File: config.mk
export PLATFORM = sky130hd
export DESIGN_NAME = clock_ratio_detector
export DESIGN_NICKNAME = d
export VERILOG_FILES = /design/src/rtl/clock_ratio_detector_pkg.sv /design/src/rtl/clock_ratio_detector_edge_synchronizer.sv /design/src/rtl/clock_ratio_detector.sv
export SDC_FILE = /design/constraint.sdc
export NUM_CORES = 1
export LEC_CHECK = 0
export CORE_MARGIN = 2
export CORE_UTILIZATION = 58
export CTS_CLUSTER_SIZE = 20
export DETAILED_ROUTE_END_ITERATION = 8
export PLACE_DENSITY_LB_ADDON = 0.25
export SETUP_SLACK_MARGIN = 0.5
export SLEW_MARGIN = 20
export SYNTH_ARGS = -nofsm -noshare
export SYNTH_HDL_FRONTEND = slang
export SYNTH_SLANG_ARGS = --single-unit
export TNS_END_PERCENT = 50
File: constraint.sdc
create_clock -name clock_in -period 7.6 [get_ports clock_in]
set_input_delay 2.28 -clock clock_in [delete_from_list [all_inputs] [get_ports clock_in]]
set_output_delay 2.28 -clock clock_in [all_outputs]
set_load 0.02 [all_outputs]
File: src/rtl/clock_ratio_detector_pkg.sv
// Shared types and default constants for the clock ratio detector.
package clock_ratio_pkg;

    typedef enum logic [1:0] {
        IDLE      = 2'd0,
        WAIT_EDGE = 2'd1,
        MEASURE   = 2'd2
    } state_t;

    localparam int          DEFAULT_WIDTH       = 32;
    localparam int          DEFAULT_SYNC_STAGES = 2;
    localparam int unsigned DEFAULT_TIMEOUT     = 32'd1048575;

endpackage

File: src/rtl/clock_ratio_detector_edge_synchronizer.sv
// Brings the asynchronous wave into the clock_in domain and flags its
// rising and falling edges, one cycle wide.
module edge_synchronizer #(
    parameter int SYNC_STAGES = 2
) (
    input  logic clock_in,
    input  logic reset,
    input  logic signal_in,
    output logic rise,
    output logic fall
);

    logic [SYNC_STAGES-1:0] sync_chain;
    logic                   prev;
    logic                   sync;

    assign sync = sync_chain[SYNC_STAGES-1];

    always_ff @(posedge clock_in or posedge reset) begin
        if (reset) begin
            sync_chain <= '0;
            prev       <= 1'b0;
        end else begin
            sync_chain <= {sync_chain[SYNC_STAGES-2:0], signal_in};
            prev       <= sync;
        end
    end

    assign rise = sync & ~prev;
    assign fall = ~sync & prev;

endmodule

File: src/rtl/clock_ratio_detector.sv
// Measures high/low phase lengths of a slow square wave and recovers the
// divide-by value. Optional glitch rejection: CLOCK_RATIO_GLITCH_FILTER_EN.
module clock_ratio_detector
    import clock_ratio_pkg::*;
#(
    parameter int          WIDTH       = DEFAULT_WIDTH,
    parameter int          SYNC_STAGES = DEFAULT_SYNC_STAGES,
    parameter int unsigned TIMEOUT     = DEFAULT_TIMEOUT
) (
    input  logic             clock_in,
    input  logic             reset,
    input  logic             enable,
    input  logic             signal_in,
    output logic [WIDTH-1:0] high_count,
    output logic [WIDTH-1:0] low_count,
    output logic [WIDTH:0]   period,
    output logic [WIDTH-1:0] divider_est,
    output logic             valid,
    output logic             locked,
    output logic             timeout
);

    localparam logic [WIDTH-1:0] TIMEOUT_CNT = WIDTH'(TIMEOUT);

    state_t           state, state_next;
    logic [WIDTH-1:0] cnt, cnt_next;
    logic [WIDTH-1:0] high_next, low_next, phase_len;
    logic             have_high, have_high_next;
    logic             have_low, have_low_next;
    logic             valid_next, locked_next, timeout_next;
    logic             rise, fall, edge_seen, glitch;

    function automatic logic [WIDTH-1:0] sat_inc(input logic [WIDTH-1:0] v);
        return (v == '1) ? v : v + WIDTH'(1);
    endfunction

    edge_synchronizer #(
        .SYNC_STAGES(SYNC_STAGES)
    ) u_sync (
        .clock_in (clock_in),
        .reset    (reset),
        .signal_in(signal_in),
        .rise     (rise),
        .fall     (fall)
    );

    assign edge_seen = rise | fall;
    assign phase_len = sat_inc(cnt);

`ifdef CLOCK_RATIO_GLITCH_FILTER_EN
    assign glitch = (cnt == '0);
`else
    assign glitch = 1'b0;
`endif

    always_comb begin
        state_next     = state;
        cnt_next       = edge_seen ? '0 : sat_inc(cnt);
        high_next      = high_count;
        low_next       = low_count;
        have_high_next = have_high;
        have_low_next  = have_low;
        valid_next     = 1'b0;
        locked_next    = locked;
        timeout_next   = timeout;

        if (!enable) begin
            state_next     = IDLE;
            cnt_next       = '0;
            locked_next    = 1'b0;
            have_high_next = 1'b0;
            have_low_next  = 1'b0;
        end else begin
            case (state)
                IDLE: begin
                    cnt_next    = '0;
                    locked_next = 1'b0;
                    state_next  = WAIT_EDGE;
                end
                WAIT_EDGE: begin
                    locked_next = 1'b0;
                    if (edge_seen) begin
                        timeout_next = 1'b0;
                        state_next   = MEASURE;
                    end else if (cnt == TIMEOUT_CNT) begin
                        timeout_next   = 1'b1;
                        have_high_next = 1'b0;
                        have_low_next  = 1'b0;
                    end
                end
                MEASURE: begin
                    // An edge exactly at the threshold still counts as a measurement.
                    if (edge_seen) begin
                        timeout_next = 1'b0;
                        if (glitch) begin
                            have_high_next = 1'b0;
                            have_low_next  = 1'b0;
                            locked_next    = 1'b0;
                            state_next     = WAIT_EDGE;
                        end else begin
                            if (fall) begin
                                high_next      = phase_len;
                                have_high_next = 1'b1;
                            end else begin
                                low_next      = phase_len;
                                have_low_next = 1'b1;
                            end
                            valid_next  = have_high_next & have_low_next;
                            locked_next = have_high_next & have_low_next & (high_next == low_next);
                        end
                    end else if (cnt == TIMEOUT_CNT) begin
                        timeout_next   = 1'b1;
                        locked_next    = 1'b0;
                        have_high_next = 1'b0;
                        have_low_next  = 1'b0;
                        state_next     = WAIT_EDGE;
                    end
                end
                default: state_next = IDLE;
            endcase
        end
    end

    always_ff @(posedge clock_in or posedge reset) begin
        if (reset) begin
            state      <= IDLE;
            cnt        <= '0;
            high_count <= '0;
            low_count  <= '0;
            have_high  <= 1'b0;
            have_low   <= 1'b0;
            valid      <= 1'b0;
            locked     <= 1'b0;
            timeout    <= 1'b0;
        end else begin
            state      <= state_next;
            cnt        <= cnt_next;
            high_count <= high_next;
            low_count  <= low_next;
            have_high  <= have_high_next;
            have_low   <= have_low_next;
            valid      <= valid_next;
            locked     <= locked_next;
            timeout    <= timeout_next;
        end
    end

    // Zero counts after reset must read back as a zero estimate, not all-ones.
    assign period      = {1'b0, high_count} + {1'b0, low_count};
    assign divider_est = (high_count == '0) ? '0 : high_count - WIDTH'(1);

endmodule

* Yosys cells after proc, flatten, opt, wreduce, memory -nomap -nowiden
Cells that the tools add are included.
** Word-level totals
- Logic and storage cells :: 88
- Input bits :: 4
- Output and inout bits :: 132
- Bits in registers :: 106
** Operators by class
- Eq/ne operators :: 12
- Reductions and logical operators :: 10
- Add/subtract/negate cells :: 3
- Mux-type cells :: 45
- Bitwise operators :: 7
** Operator list (number)
- $mux W32 :: 13
- $add A32 B32 Y33 :: 1
- $add A32 B1 Y32 const B :: 1
- $eq A32 B20 Y1 const B :: 1
- $eq A32 B32 Y1 :: 1
- $eq A32 B32 Y1 const B :: 1
- $logic_not A32 Y1 :: 1
- $sub A32 B1 Y32 const B :: 1
- $mux W1 :: 24
- $ne A3 B3 Y1 const B :: 4
- $reduce_and A3 Y1 :: 3
- $mux W2 :: 4
- $pmux W1 S2 :: 3
- $pmux W2 S3 :: 1
- $and A1 B1 Y1 :: 4
- $ne A4 B4 Y1 const B :: 1
- $reduce_and A2 Y1 :: 2
- $reduce_or A2 Y1 :: 2
- $ne A3 B1 Y1 const B :: 1
- $ne A3 B2 Y1 const B :: 1
- $eq A2 B1 Y1 const B :: 1
- $eq A2 B2 Y1 const B :: 1
- $logic_not A2 Y1 :: 1
- $not A1 Y1 :: 2
- 2 further kinds :: 2

* Depth between registers and ports, before layout
- Word-level depth :: 11
- Gate-level depth with buffers :: 12
- Mapped depth without buffers :: 12

* Hierarchy
Synthesis repeated with hierarchy kept, for this count alone.
** Unflattened totals
- Cell total of the unflattened synthesis :: 944
- Area total of the unflattened synthesis :: 7895.1 um^2
** Modules (own cells, without submodules)
- clock_ratio_detector :: cells each 938, instances 1, area an instance 7801.2 um^2, seq. area each 2577.5 um^2
- edge_synchronizer :: cells each 6, instances 1, area an instance 93.8 um^2, seq. area each 75.1 um^2

* Worst setup path before layout
OpenSTA, ideal clock, no wires.
- Path kind :: reg2out
- Start :: register high_count[5]
- End :: output divider_est[31]
- Setup slack :: 2.182 ns
- Data required time :: 5.320 ns
- Data arrival time :: 3.138 ns
- Path buffers :: 1
- Stages on the path, launching flop included :: 11
- Path through :: dfrtp_1 > or4_4 > or4_4 > or3_4 > or4b_4 > buf_6 > nor2_8 > nand2_4 > nor2_4 > nand2_2 > mux2_4
** On the way
- Longest elaborated chain between the ends :: 2
- Elaborated cells between the ends (all ways) :: 3
- Classes of those cells :: add/sub (1); mux (1); reduce/logical (1)
** Ends and longest elaborated chain
- from (decl) :: RTL line clock_ratio_detector.sv:14 : output logic [WIDTH-1:0] high_count,
- from (signal assigned) :: RTL line clock_ratio_detector.sv:138 : high_count <= high_next;
- $sub A32 B1 Y32 / $logic_not A32 Y1 (equally long branches) :: RTL line clock_ratio_detector.sv:150 : assign divider_est = (high_count == '0) ? '0 : high_count - WIDTH'(1);
- $mux W32 * :: RTL line clock_ratio_detector.sv:150
- to (decl) :: RTL line clock_ratio_detector.sv:17 : output logic [WIDTH-1:0] divider_est,
Mark *: on every way between the ends. The rest lies on a longest branch, timed or not.

* Worst setup path in the final report
- Start :: register high_count[4]
- End :: output period[29]
** On the way
- Longest elaborated chain between the ends :: 1
** Ends and longest elaborated chain
- $add A32 B32 Y33 :: RTL line clock_ratio_detector.sv:149 : assign period = {1'b0, high_count} + {1'b0, low_count};
- to (decl) :: RTL line clock_ratio_detector.sv:16 : output logic [WIDTH:0] period,
Every way passes these cells.

==> results.rst <==
.. list-table::
   :header-rows: 1

   * - Metric
     - Value
   * - I/O Pins
     - 136
   * - Placed wire-length estimate
     - 17,080 um
   * - Sum of overflow across all layers after global routing
     - 0
   * - DIE HEIGHT
     - 119.9 um
   * - Largest vdd supply drop
     - 0.0001256 V
   * - Placer Congestion
     - between 0.9 and 1
   * - Required time at the worst-slack endpoint
     - around 5.3 ns
   * - Terminating pin of the worst hold path
     - u_sync.sync_chain[1]$_DFF_PP0_
   * - Clock tree from TritonCTS
     - done
   * - Effective utilization at floorplan
     - between 50% and 60%
   * - Count of vias placed by the detailed router
     - 7,458
   * - Vias in the first global route
     - 6,774
   * - Leak Pwr
     - 4.059 nW
   * - Violation count after the first detailed-route iteration
     - 676
   * - Nets@finish
     - ~1.1k
   * - Element type at the critical path start
     - flip-flop
   * - Number of sinks on the clock net
     - 106
   * - Top fanout value on the critical path
     - 8
   * - Flip-flop cell with the highest count after synthesis
     - sky130_fd_sc_hd__dfrtp_1
   * - Pins over their slew limit
     - 0
   * - Clock transition at the registers of the reported paths
     - 0.07 ns
   * - Number of gates resized after CTS
     - 0
   * - Number of hold violations in the final report
     - 0
   * - Synthesis-to-layout area growth
     - 23.35%
   * - Outcome
     - finished clean
   * - RSZ-0062 raised after global routing
     - no
   * - Most common cell in the netlist
     - sky130_fd_sc_hd__nand2_1
   * - Largest net degree at the start of global routing
     - 65
   * - Tightest Pin Transition
     - 0.7868 ns
   * - Synthesized area
     - approximately 7800 um2
   * - Clock tree root driver cell
     - sky130_fd_sc_hd__clkbuf_16
   * - Area of the core
     - 13,190 um2
   * - Instance count along the most critical hold path
     - 0
   * - Final setup violation count
     - 0
   * - # fillers
     - 1,022
   * - Setup TNS Final
     - 0 ns
   * - Number of buffers created by CTS
     - 9
   * - Synthesized netlist cell count
     - 920
   * - Global-route wire length before repair
     - 35,740 um
   * - Drt via density
     - 6.133
   * - Buffers from clock root to sink, at most
     - 2
   * - Post-CTS setup buffer count
     - 0
   * - CP Data Arrival Time
     - 4.45 ns
   * - Timing-limited maximum frequency
     - around 150 MHz
   * - Main area contributors after synthesis
     - sky130_fd_sc_hd__dfrtp_1 34%, sky130_fd_sc_hd__xnor2_1 8.5%, sky130_fd_sc_hd__ha_1 6.3%, sky130_fd_sc_hd__o21ai_0 6.2%, sky130_fd_sc_hd__nand2_1 5.3%
   * - Biggest area consumer among synthesized cells
     - sky130_fd_sc_hd__dfrtp_1
   * - Total Power Consumption
     - 1.885 mW
   * - Post-route DRC
     - 0
   * - Total power per unit cell area
     - 196.2 nW/um2
   * - Count of flip-flops with a built-in enable after synthesis
     - 0
   * - Diode count
     - 0
   * - Reg2reg start
     - cnt[0]$_DFF_PP0_
   * - Site Rows
     - 42
   * - Proportion of netlist area held by the largest area contributor
     - 34.05%
   * - Headroom to the max-slew limit
     - 46.19%
   * - Detail-routed net length per standard cell
     - 18.43 um
   * - Async set-reset flop share out of synthesis
     - between 90% and 100%
   * - Register-to-register setup slack
     - 3.74 ns
   * - Count of input and output buffers
     - around 140
   * - Max-cap check violation count
     - 0
   * - Synthesized flop and latch total
     - 106
   * - Number of distinct library cell variants in the gate-level netlist after synthesis
     - 75
   * - Number of levels the H-tree was split into
     - 3
   * - Depth of the worst register-to-register path
     - 10
   * - DIE AREA
     - roughly 14,000 um2
   * - Clock skew
     - 0.01092 ns
   * - Hold Buf Count CTS
     - 0
   * - Antenna violations before repair
     - 0
   * - Post-route minimum period
     - 6.726 ns
   * - Clock latency at the later pin of the worst-skew pair
     - 0.35 ns
   * - Commonest cells in the netlist
     - 109 x sky130_fd_sc_hd__nand2_1, 106 x sky130_fd_sc_hd__dfrtp_1, 104 x sky130_fd_sc_hd__nor2_1
   * - Startpoint of the worst hold path
     - u_sync.sync_chain[0]$_DFF_PP0_
   * - Width of the die
     - 119.9 um
   * - Critical path capture point type
     - output pin
   * - Fraction of layout cells with a size suffix above 1
     - 4.519%
   * - First-pass iteration count of the detailed router
     - 5
   * - Mean cell area of the mapped netlist
     - about 8.5 um2
   * - Reg2reg end
     - locked$_DFFE_PP0P_
   * - Total GRT Usage
     - around a third
   * - Hold Path Class
     - flip-flop to flip-flop
   * - Final period utilization
     - between 80 and 90%
   * - Sequential area share after synthesis
     - 34.05%
   * - ANT nets after route
     - 0
   * - Number of nets in the synthesized netlist
     - 964
   * - Category of the most critical setup path
     - flip-flop to output pin
   * - Post-Route WL
     - 22,410 um
   * - Number of warnings reported in the yosys synthesis log
     - 0
==> critical path, cell delays in order (launching register included) <==
cell	delay, ns
sky130_fd_sc_hd__dfrtp_1	0.48
sky130_fd_sc_hd__ha_1	0.38
sky130_fd_sc_hd__a21oi_1	0.28
sky130_fd_sc_hd__o311ai_0	0.31
sky130_fd_sc_hd__and3_1	0.25
sky130_fd_sc_hd__or3_1	0.42
sky130_fd_sc_hd__a21oi_1	0.27
sky130_fd_sc_hd__o21ai_0	0.30
sky130_fd_sc_hd__a211oi_1	0.44
sky130_fd_sc_hd__o21bai_1	0.16
sky130_fd_sc_hd__xor2_1	0.18
sky130_fd_sc_hd__clkdlybuf4s50_1	0.63
==> cell usage in the layout, fill, tap and decap left out, types with 9 or more instances in the layout <==
cell	instances
sky130_fd_sc_hd__inv_1	24
sky130_fd_sc_hd__a211oi_1	10
sky130_fd_sc_hd__nor2b_1	10
sky130_fd_sc_hd__xnor2_1	76
sky130_fd_sc_hd__and4_1	10
sky130_fd_sc_hd__clkdlybuf4s50_1	135
sky130_fd_sc_hd__and3_1	13
sky130_fd_sc_hd__nor4_1	14
sky130_fd_sc_hd__dfrtp_1	106
sky130_fd_sc_hd__or3_1	12
sky130_fd_sc_hd__a21oi_1	40
sky130_fd_sc_hd__clkbuf_16	9
sky130_fd_sc_hd__nor3_1	18
sky130_fd_sc_hd__xor2_1	28
sky130_fd_sc_hd__o21ai_0	96
sky130_fd_sc_hd__mux2i_1	15
sky130_fd_sc_hd__nor2_1	104
sky130_fd_sc_hd__nand4_1	20
sky130_fd_sc_hd__nand2_1	109
sky130_fd_sc_hd__ha_1	39
sky130_fd_sc_hd__nand3_1	16
==> where the power goes <==
group | internal (mW) | total (mW) | switching [mW]
sequential | 0.581 | 0.605 | 0.0238
combinational | 0.332 | 0.761 | 0.429
clock | 0.301 | 0.519 | 0.218
==> kinds of logic (layout without fill, tap and decap cells) <==
family	count (synthesis)	count (layout)	share of synthesized area, %
xor gates and xnor gates	108	108	12.78
DFF	106	106	34.05
and+or+nand+nor	366	366	23.77
adders and majority gates	40	40	6.520
AOI/OAI and AO/OA	222	222	17.60
muxes	16	16	2.120
buffers and inverters	62	182	3.164
==> registers in the layout, summed over array words and instances (netlist names), 2 cells and up <==
signal             cells
cnt                   32
high_count            32
low_count             32
state                  2
u_sync.sync_chain      2
==> layout make-up <==
cell class / instances / area (um2) / share of cell area, %
clock buffers: 11 / 242.7 / 2.526
clock inverters: 5 / 85.08 / 0.8853
inverters: 25 / 96.34 / 1.002
multi-input cells: 752 / 4917 / 51.17
flip-flops and latches: 106 / 2653 / 27.60
well taps: 176 / 220.2 / 2.291
repair buffers: 141 / 1396 / 14.53
==> worst max path at each step <==
stage | start | endpoint | slack (ns)
after floorplan | high_count[5]$_DFFE_PP0P_ | divider_est[31] | 2.18
after global routing | high_count[3]$_DFFE_PP0P_ | period[31] | 0.63
after global placement | high_count[6]$_DFFE_PP0P_ | divider_est[27] | 1.41
after CTS | high_count[6]$_DFFE_PP0P_ | divider_est[3] | 0.97
after detailed placement | high_count[6]$_DFFE_PP0P_ | divider_est[3] | 1.37
final | high_count[4]$_DFFE_PP0P_ | period[29] | 0.87
==> metal layers <==
metal	part of all wire (%)	wire (um)	vias up	track usage, %
met5	0	0	-	0
met4	2.2	486	0	9.044
met3	7.5	1673	38	5.181
met2	46	10260	320	48.72
met1	45	9989	3566	45.52
li1	-	-	3534	-
==> per-stage QoR <==
step                hold WS (ns)  setup WS (ns)  util (%)  cell area [um2]  cells
floorplan                 0.3312          2.182         -             7791    920
global placement          0.3508          1.408     70.26             9268   1200
detailed placement        0.3380          1.371     70.26             9268   1200
CTS                       0.3632         0.9664     72.75             9595   1216
global route              0.3645         0.6302     72.86             9610   1216
finish                    0.3577         0.8737     72.86             9610   1216
Note: power is estimated with default switching activity, not from simulation.
